### src/rtl/mux4_rr_arbiter_pkg.sv
// Shared arbiter definitions: state encodings, hold counter width, pick helpers.
// Latency: none (constants and pure functions only).
// Backpressure: n/a.
package mux4_rr_arbiter_pkg;

    typedef enum logic {
        ARB_IDLE  = 1'b0,
        ARB_GRANT = 1'b1
    } arb_state_t;

    localparam int HOLD_W = 8;

    function automatic logic [3:0] idx2oh(input logic [1:0] idx);
        return 4'b0001 << idx;
    endfunction

    // First set request strictly after 'after', wrapping; 'after' itself is checked last.
    function automatic logic [1:0] rr_pick(input logic [3:0] r, input logic [1:0] after);
        logic [1:0] res;
        logic       found;
        logic [1:0] idx;
        res   = after;
        found = 1'b0;
        for (int k = 1; k <= 4; k++) begin
            idx = after + 2'(k);
            if (!found && r[idx]) begin
                res   = idx;
                found = 1'b1;
            end
        end
        return res;
    endfunction

endpackage

### src/rtl/mux4_rr_arbiter_mux4.sv
// 4:1 data steering mux driven by the arbiter select.
// Latency: combinational.
// Backpressure: none; consumers qualify the output with the arbiter valid.
module mux4_rr_arbiter_mux4 #(
    parameter int WIDTH = 32
) (
    input  logic [1:0]       sel,
    input  logic [WIDTH-1:0] in0,
    input  logic [WIDTH-1:0] in1,
    input  logic [WIDTH-1:0] in2,
    input  logic [WIDTH-1:0] in3,
    output logic [WIDTH-1:0] out
);

    always_comb begin
        out = in0;
        case (sel)
            2'd0: out = in0;
            2'd1: out = in1;
            2'd2: out = in2;
            2'd3: out = in3;
            default: out = in0;
        endcase
    end

endmodule

### src/rtl/mux4_rr_arbiter.sv
// Round-robin arbiter for four requesters sharing one data path, with bounded hold time.
// Latency: request to grant 1 cycle; out_data follows in[sel] combinationally.
// Backpressure: none; a requester holds req until granted, owners rotate after MAX_HOLD contended cycles.
module mux4_rr_arbiter
    import mux4_rr_arbiter_pkg::*;
#(
    parameter int WIDTH    = 32,
    parameter int MAX_HOLD = 8
) (
    input  logic             clk,
    input  logic             reset,
    input  logic [3:0]       req,
    input  logic [WIDTH-1:0] in0,
    input  logic [WIDTH-1:0] in1,
    input  logic [WIDTH-1:0] in2,
    input  logic [WIDTH-1:0] in3,
    output logic [3:0]       gnt,
    output logic [1:0]       sel,
    output logic [WIDTH-1:0] out_data,
    output logic             out_valid
);

    localparam logic [HOLD_W-1:0] HOLD_LAST = HOLD_W'(MAX_HOLD - 1);

    arb_state_t        state_q, state_d;
    logic [3:0]        gnt_q, gnt_d;
    logic [1:0]        sel_q, sel_d;
    logic [1:0]        last_q, last_d;
    logic [HOLD_W-1:0] hold_q, hold_d;
    logic              valid_q, valid_d;

    logic [3:0] others;
    logic       take;
    logic [1:0] take_idx;

    always_comb begin
        state_d  = state_q;
        gnt_d    = gnt_q;
        sel_d    = sel_q;
        last_d   = last_q;
        hold_d   = hold_q;
        valid_d  = valid_q;
        take     = 1'b0;
        take_idx = 2'd0;
        // In GRANT the registered grant is exactly the owner's bit.
        others   = req & ~gnt_q;

        case (state_q)
            ARB_IDLE: begin
                if (|req) begin
                    take     = 1'b1;
                    take_idx = rr_pick(req, last_q);
                end
            end
            ARB_GRANT: begin
                if (!req[sel_q]) begin
                    if (others == 4'b0000) begin
                        state_d = ARB_IDLE;
                        gnt_d   = 4'b0000;
                        valid_d = 1'b0;
                    end else begin
                        take     = 1'b1;
                        take_idx = rr_pick(req, last_q);
                    end
                end else if (hold_q == HOLD_LAST && others != 4'b0000) begin
                    take     = 1'b1;
                    take_idx = rr_pick(others, sel_q);
                end else if (hold_q != HOLD_LAST) begin
                    hold_d = hold_q + 1'b1;
                end
            end
            default: state_d = ARB_IDLE;
        endcase

        if (take) begin
            state_d = ARB_GRANT;
            gnt_d   = idx2oh(take_idx);
            sel_d   = take_idx;
            last_d  = take_idx;
            hold_d  = '0;
            valid_d = 1'b1;
        end
    end

    always_ff @(posedge clk) begin
        if (reset) begin
            state_q <= ARB_IDLE;
            gnt_q   <= 4'b0000;
            sel_q   <= 2'd0;
            last_q  <= 2'd3;
            hold_q  <= '0;
            valid_q <= 1'b0;
        end else begin
            state_q <= state_d;
            gnt_q   <= gnt_d;
            sel_q   <= sel_d;
            last_q  <= last_d;
            hold_q  <= hold_d;
            valid_q <= valid_d;
        end
    end

    assign gnt       = gnt_q;
    assign sel       = sel_q;
    assign out_valid = valid_q;

    mux4_rr_arbiter_mux4 #(
        .WIDTH(WIDTH)
    ) u_mux4 (
        .sel(sel_q),
        .in0(in0),
        .in1(in1),
        .in2(in2),
        .in3(in3),
        .out(out_data)
    );

endmodule
### config.mk
export PLATFORM = sky130hd
export DESIGN_NAME = mux4_rr_arbiter
export DESIGN_NICKNAME = d
export VERILOG_FILES = /design/src/rtl/mux4_rr_arbiter_pkg.sv /design/src/rtl/mux4_rr_arbiter_mux4.sv /design/src/rtl/mux4_rr_arbiter.sv
export SDC_FILE = /design/constraint.sdc
export NUM_CORES = 1
export LEC_CHECK = 0
export CAP_MARGIN = 5
export CORE_MARGIN = 8
export CORE_UTILIZATION = 34
export DETAILED_ROUTE_END_ITERATION = 8
export PLACE_DENSITY = 0.81
export SLEW_MARGIN = 5
export SYNTH_ARGS = -nofsm -noshare
export SYNTH_HDL_FRONTEND = slang
export SYNTH_SLANG_ARGS = --single-unit
### constraint.sdc
create_clock -name clk -period 2.65 [get_ports clk]
set_clock_uncertainty 0.15 [all_clocks]
set_input_delay 0.53 -clock clk [delete_from_list [all_inputs] [get_ports clk]]
set_output_delay 0.53 -clock clk [all_outputs]
set_load 0.02 [all_outputs]
# After elaboration in Yosys (flattened, before gate mapping)
# Cells that the tools add are included.
# classes
mux	83
bitwise_logic	4
addsub	7
n_eq_ne	6
n_reduce_logical	28
order_cmp	8
shifts	1
# op_table
operator	count
$pmux 32 s4	1
$mux 1	52
$mux 2	15
$lt 2x3->1 const B	8
$bmux 1 s2	9
$mux 4	4
$logic_and 1x1->1	10
$logic_not 1->1	9
$add 2x2->2 const B	4
$add 8x1->8 const B	1
$eq 8x3->1 const B	1
$ne 8x3->1 const B	1
$add 2x1->2 const B	2
$and 4x4->4	1
$eq 2x2->1 const B	2
$logic_not 4->1	1
$not 4->4	1
$pmux 2 s2	1
$reduce_and 4->1	1
$reduce_bool 2->1	2
$reduce_bool 4->1	1
$reduce_or 4->1	1
$shl 1x2->4 const A	1
$reduce_and 3->1	1
other kinds (6)	7
# totals
elab_cells	143
input_bits	134
out_inout_bits	39
ff_bits	18

# Longest topological paths before layout
# depth
depth_word	28
depth_mapped	9
depth_no_buf	8

# Modules after synthesis
# From an unflattened synthesis, not the netlist that was laid out.
# hier_totals
hier_cells	156
hier_area_um2	1863.0
# by_module_without_submodules
mod	area_per_inst_um2	n_inst	seq_area_each_um2	cells_each
mux4_rr_arbiter	1048.5	1	360.3	117
mux4_rr_arbiter_mux4	814.5	1	0.0	39

# Worst setup path after synthesis
# OpenSTA, ideal clock, no wires.
# synth_timing
path_type	reg2out
start	reg sel_q[0], in the netlist sel[0]
end	out out_data[0]
setup_slack_ns	-0.054
arrival_time_ns	2.024
required_time_ns	1.970
path_buffers	3
path_stages_with_launch	7
cell_sequence	dfxtp_1 -> buf_6 -> inv_1 -> ha_1 -> clkbuf_1 -> buf_1 -> mux2i_1
# synth_via
elab_chain_len	2
elab_cells_between_ends	5
classes_between	3 x eq/ne; 1 x mux; 1 x reduce/logical
# synth_lines
item	line_no	rtl
from (decl)	mux4_rr_arbiter.sv:27	logic [1:0] sel_q, sel_d;
from (signal assigned)	mux4_rr_arbiter.sv:96	sel_q <= sel_d;
$eq 2x2->1, or another cell as far along	mux4_rr_arbiter_mux4.sv:17	case (sel)
$pmux 32 s4 *	mux4_rr_arbiter_mux4.sv:17	
to (decl)	mux4_rr_arbiter.sv:19	output logic [WIDTH-1:0] out_data,
# Every way passes the cells marked *; elsewhere a longest branch is shown, timed or not.

# Worst setup path in the final report
# layout_timing
start	reg sel_q[0], in the netlist sel[0]
end	out out_data[4]
# Same word-level chain as after synthesis.

==> flow_summary.ini <==
[run_status]
status = finished, final reports clean

[logic_synthesis]
synth-seq-cells = 18
avgSynthCellArea_um2 = 8.29
syn_area_um2 = 2140
synth_edf_count = 0
ys_seq_area_share_pct = 16.9
syn_inst = 258
syn-num-nets = 397
synth_flop_cell = dfxtp_1
synth-async-reset-ratio_pct = 0
synth.distinct_cells = 57
ys_warn_count = 0

[placement]
hpwl_um = 9010
dpl-instance-area_um2 = 4160
routabilityCongestion = 0.974
dp.cells = 524
io_buffers = 172

[routing]
dr.pass1.iters = 8
first_iter_violations = 222
viasPerCell = 5.45
routed_wl_um = 10800
drc = 0
wl_per_cell_um = 20.5
dr_total_vias = 2883
drtAntennaViolNets = 0

[flow_run]
drv_cap = 0

[global_route]
antenna_found_initial = 0
track_usage_pct = 21.8
overflow = 0
grt_max_degree = 33
first_global_vias = 2822
grt_pass1_wl_um = 15400

[critical_path]
crit_arrival_ns = 1.89
path_cells = inv_1 > ha_2 > buf_4 > a222oi_1 > mux2i_1 > clkdlybuf4s15_1
endpoint_kind = primary output
required_ns = 1.97
cp-start-kind = flip-flop
cp_max_fo = 5
critPathKind = flip-flop to primary output
critPathTopFamily = buffers and inverters
cp_slowest_stage_delay_ns = 0.38
cp_slowest_cell = dfxtp_2
critPathBufInv = 3

[cts]
cts_buffer_depth = 2
cts_sinks = 18
root_buffer = clkbuf_8
cts_buffers = 3
cts_tree = built
cts_hold_buffers = 0
htreeDepth = 1
insertion_delay_ns = 0.26
clkTransAtPathRegs_ns = 0.07

[finish]
nets = 592
syn2layout_area_growth_pct = 93.3
layout-drive-gt1-share_pct = 19.0
fin_area_um2 = 4130
num_antenna_cells = 0
layout.cells.non_filler = 529
num-fill-cells = 515

[sta]
max_slew_margin_pct = 76.3
period_minus_slack_ns = 2.57
slew_viol_final = 0
fin_crit_sh_pct = 97.1
setup_viol = 0
worst_slew_pin_slew_ns = 0.350
tns_ns = 0
fmax_mhz = 389
hold_viol_final = 0

[power_and_ir_drop]
power_density_nw_per_um2 = 899
p_leak_uw = 0.00186
peakVddDrop_mv = 0.743

[floorplan]
die_area_um2 = 9080
io_pins = 173
fp.coreArea_um2 = 6200
start_util_pct = 34.5
die_h_um = 95.3
rows = 29
die_w_um = 95.3

[worst_hold_path]
min_path_type = flip-flop to flip-flop
## layer usage
| layer | wire length [um] | track usage (%) | vias up |
|---|---|---|---|
| met3 | 1110 | 5.43 | 18 |
| li1 | - | - | 1375 |
| met2 | 5490 | 39.6 | 119 |
| met5 | 0 | 0 | - |
| met1 | 3950 | 24.2 | 1371 |
| met4 | 269 | 7.02 | 0 |
## cell type report
type / instances / area (um^2) / share of cell area (%)
Clock buffer: 4 / 55.1 / 1.33
Inverter: 41 / 154 / 3.72
Multi-Input combinational cell: 180 / 1540 / 37.3
Sequential cell: 18 / 363 / 8.78
Tap cell: 77 / 96.3 / 2.33
Timing Repair Buffer: 209 / 1920 / 46.5
## metrics by stage
stage	utilization [%]	hold WS, ns	worst slack, ns	total power [uW]
2_1_floorplan	-	0.321	0.171	2250
3_3_place_gp	67.0	0.300	-0.134	3610
3_5_place_dp	67.0	0.303	-0.139	3660
4_1_cts	67.4	0.319	0.0155	3710
5_1_grt	66.6	0.336	-0.00244	3930
6_report	66.6	0.323	0.0769	3720
## worst min-delay path, stage by stage, from the launching register on
cell     delay, ns
dfxtp_1       0.32
nand2_1       0.05
a21oi_1       0.06
## Yosys cell counts, drive strengths merged, types with 2 or more instances
cell    number  area, um^2
clkbuf      10        37.5
a31oi        3        33.8
or2          4        25.0
buf          9        61.3
a222oi      32         320
a21oi        9        45.0
o22a         2        18.8
mux2i       36         360
o211ai       3        27.5
nor3         4        25.0
nor2        11        41.3
nand2       15        56.3
ha           5        62.6
o311ai       2        35.0
nand4        3        18.8
o21ai        3        18.8
xor2         4        35.0
xnor2        3        26.3
o32ai        2        32.5
dfxtp       18         360
nor2b        4        35.0
inv         41         154
and3         3        18.8
nand3        4        20.0
nand2b       7        43.8
nor3b        2        15.0
## path summary, 6_finish.rpt
path | startpoint | endpoint | slack (ns) | depth (start not counted)
worst max-delay path | sel[0]$_SDFFE_PP0P_ | out_data[4] | 0.08 | 6
worst min-delay path | out_valid$_SDFFE_PP0P_ | out_valid$_SDFFE_PP0P_ | 0.32 | 2
worst max register to register | sel[0]$_SDFFE_PP0P_ | gnt[3]$_SDFFE_PP0P_ | 0.12 | 9
worst min register to register | out_valid$_SDFFE_PP0P_ | out_valid$_SDFFE_PP0P_ | 0.32 | 2
## sequential cells by signal (all words and copies together), names as in the netlist
register / cells
last_q: 2
sel: 2
out_valid: 1
state_q: 1
hold_q: 8
gnt: 4
## cell families (layout without fill, tap and decap cells)
| kind of cell | Yosys count | in the layout | synth area share (%) |
|---|---|---|---|
| flip-flops | 18 | 18 | 16.9 |
| AO/OA/AOI/OAI | 67 | 67 | 30.3 |
| AND/OR/NAND/NOR | 64 | 64 | 17.3 |
| adder cells (fa/ha/maj) | 5 | 5 | 2.93 |
| buffers and inverters | 60 | 254 | 11.8 |
| XOR/XNOR | 7 | 7 | 2.87 |
| multiplexers | 37 | 37 | 17.9 |
## cell usage in the layout, fill, tap and decap left out, types with 2 or more instances in the layout
master           synthesis  final
a222oi_1                32     32
nand2_1                 15     15
nand3_1                  4      4
clkdlybuf4s15_1          0      5
nor2_1                  11     11
clkbuf_2                 0     22
mux2i_1                 36     36
nor2b_1                  2      2
dlygate4sd2_1            0      5
nor3_1                   3      3
inv_1                   41     41
clkdlybuf4s50_1          0    140
dfxtp_1                 18     16
a21oi_1                  9      9
xor2_1                   4      4
a31oi_1                  2      2
buf_4                    0     33
or2_2                    3      3
nand2b_1                 7      7
nand4_1                  3      3
clkbuf_8                 0      4
o32ai_2                  2      2
and3_1                   3      3
ha_2                     0      4
o211ai_1                 2      2
o21ai_0                  2      2
dfxtp_2                  0      2
nor3b_1                  2      2
buf_12                   0      3
xnor2_1                  3      3
## power breakdown
group | switching (uW) | leakage, uW | internal (uW)
logic | 1610 | 0.00168 | 1430
clock network | 93.5 | 0.0000288 | 132
registers | 104 | 0.000148 | 341
## timing repair
action / 4_1_cts / 5_1_grt
pin swaps: 1 / 7
endpoints found under the setup margin: 32 / 33
buffers inserted: 0 / 1
gates resized for setup: 38 / 50
Power figures use the tool's default switching activity.
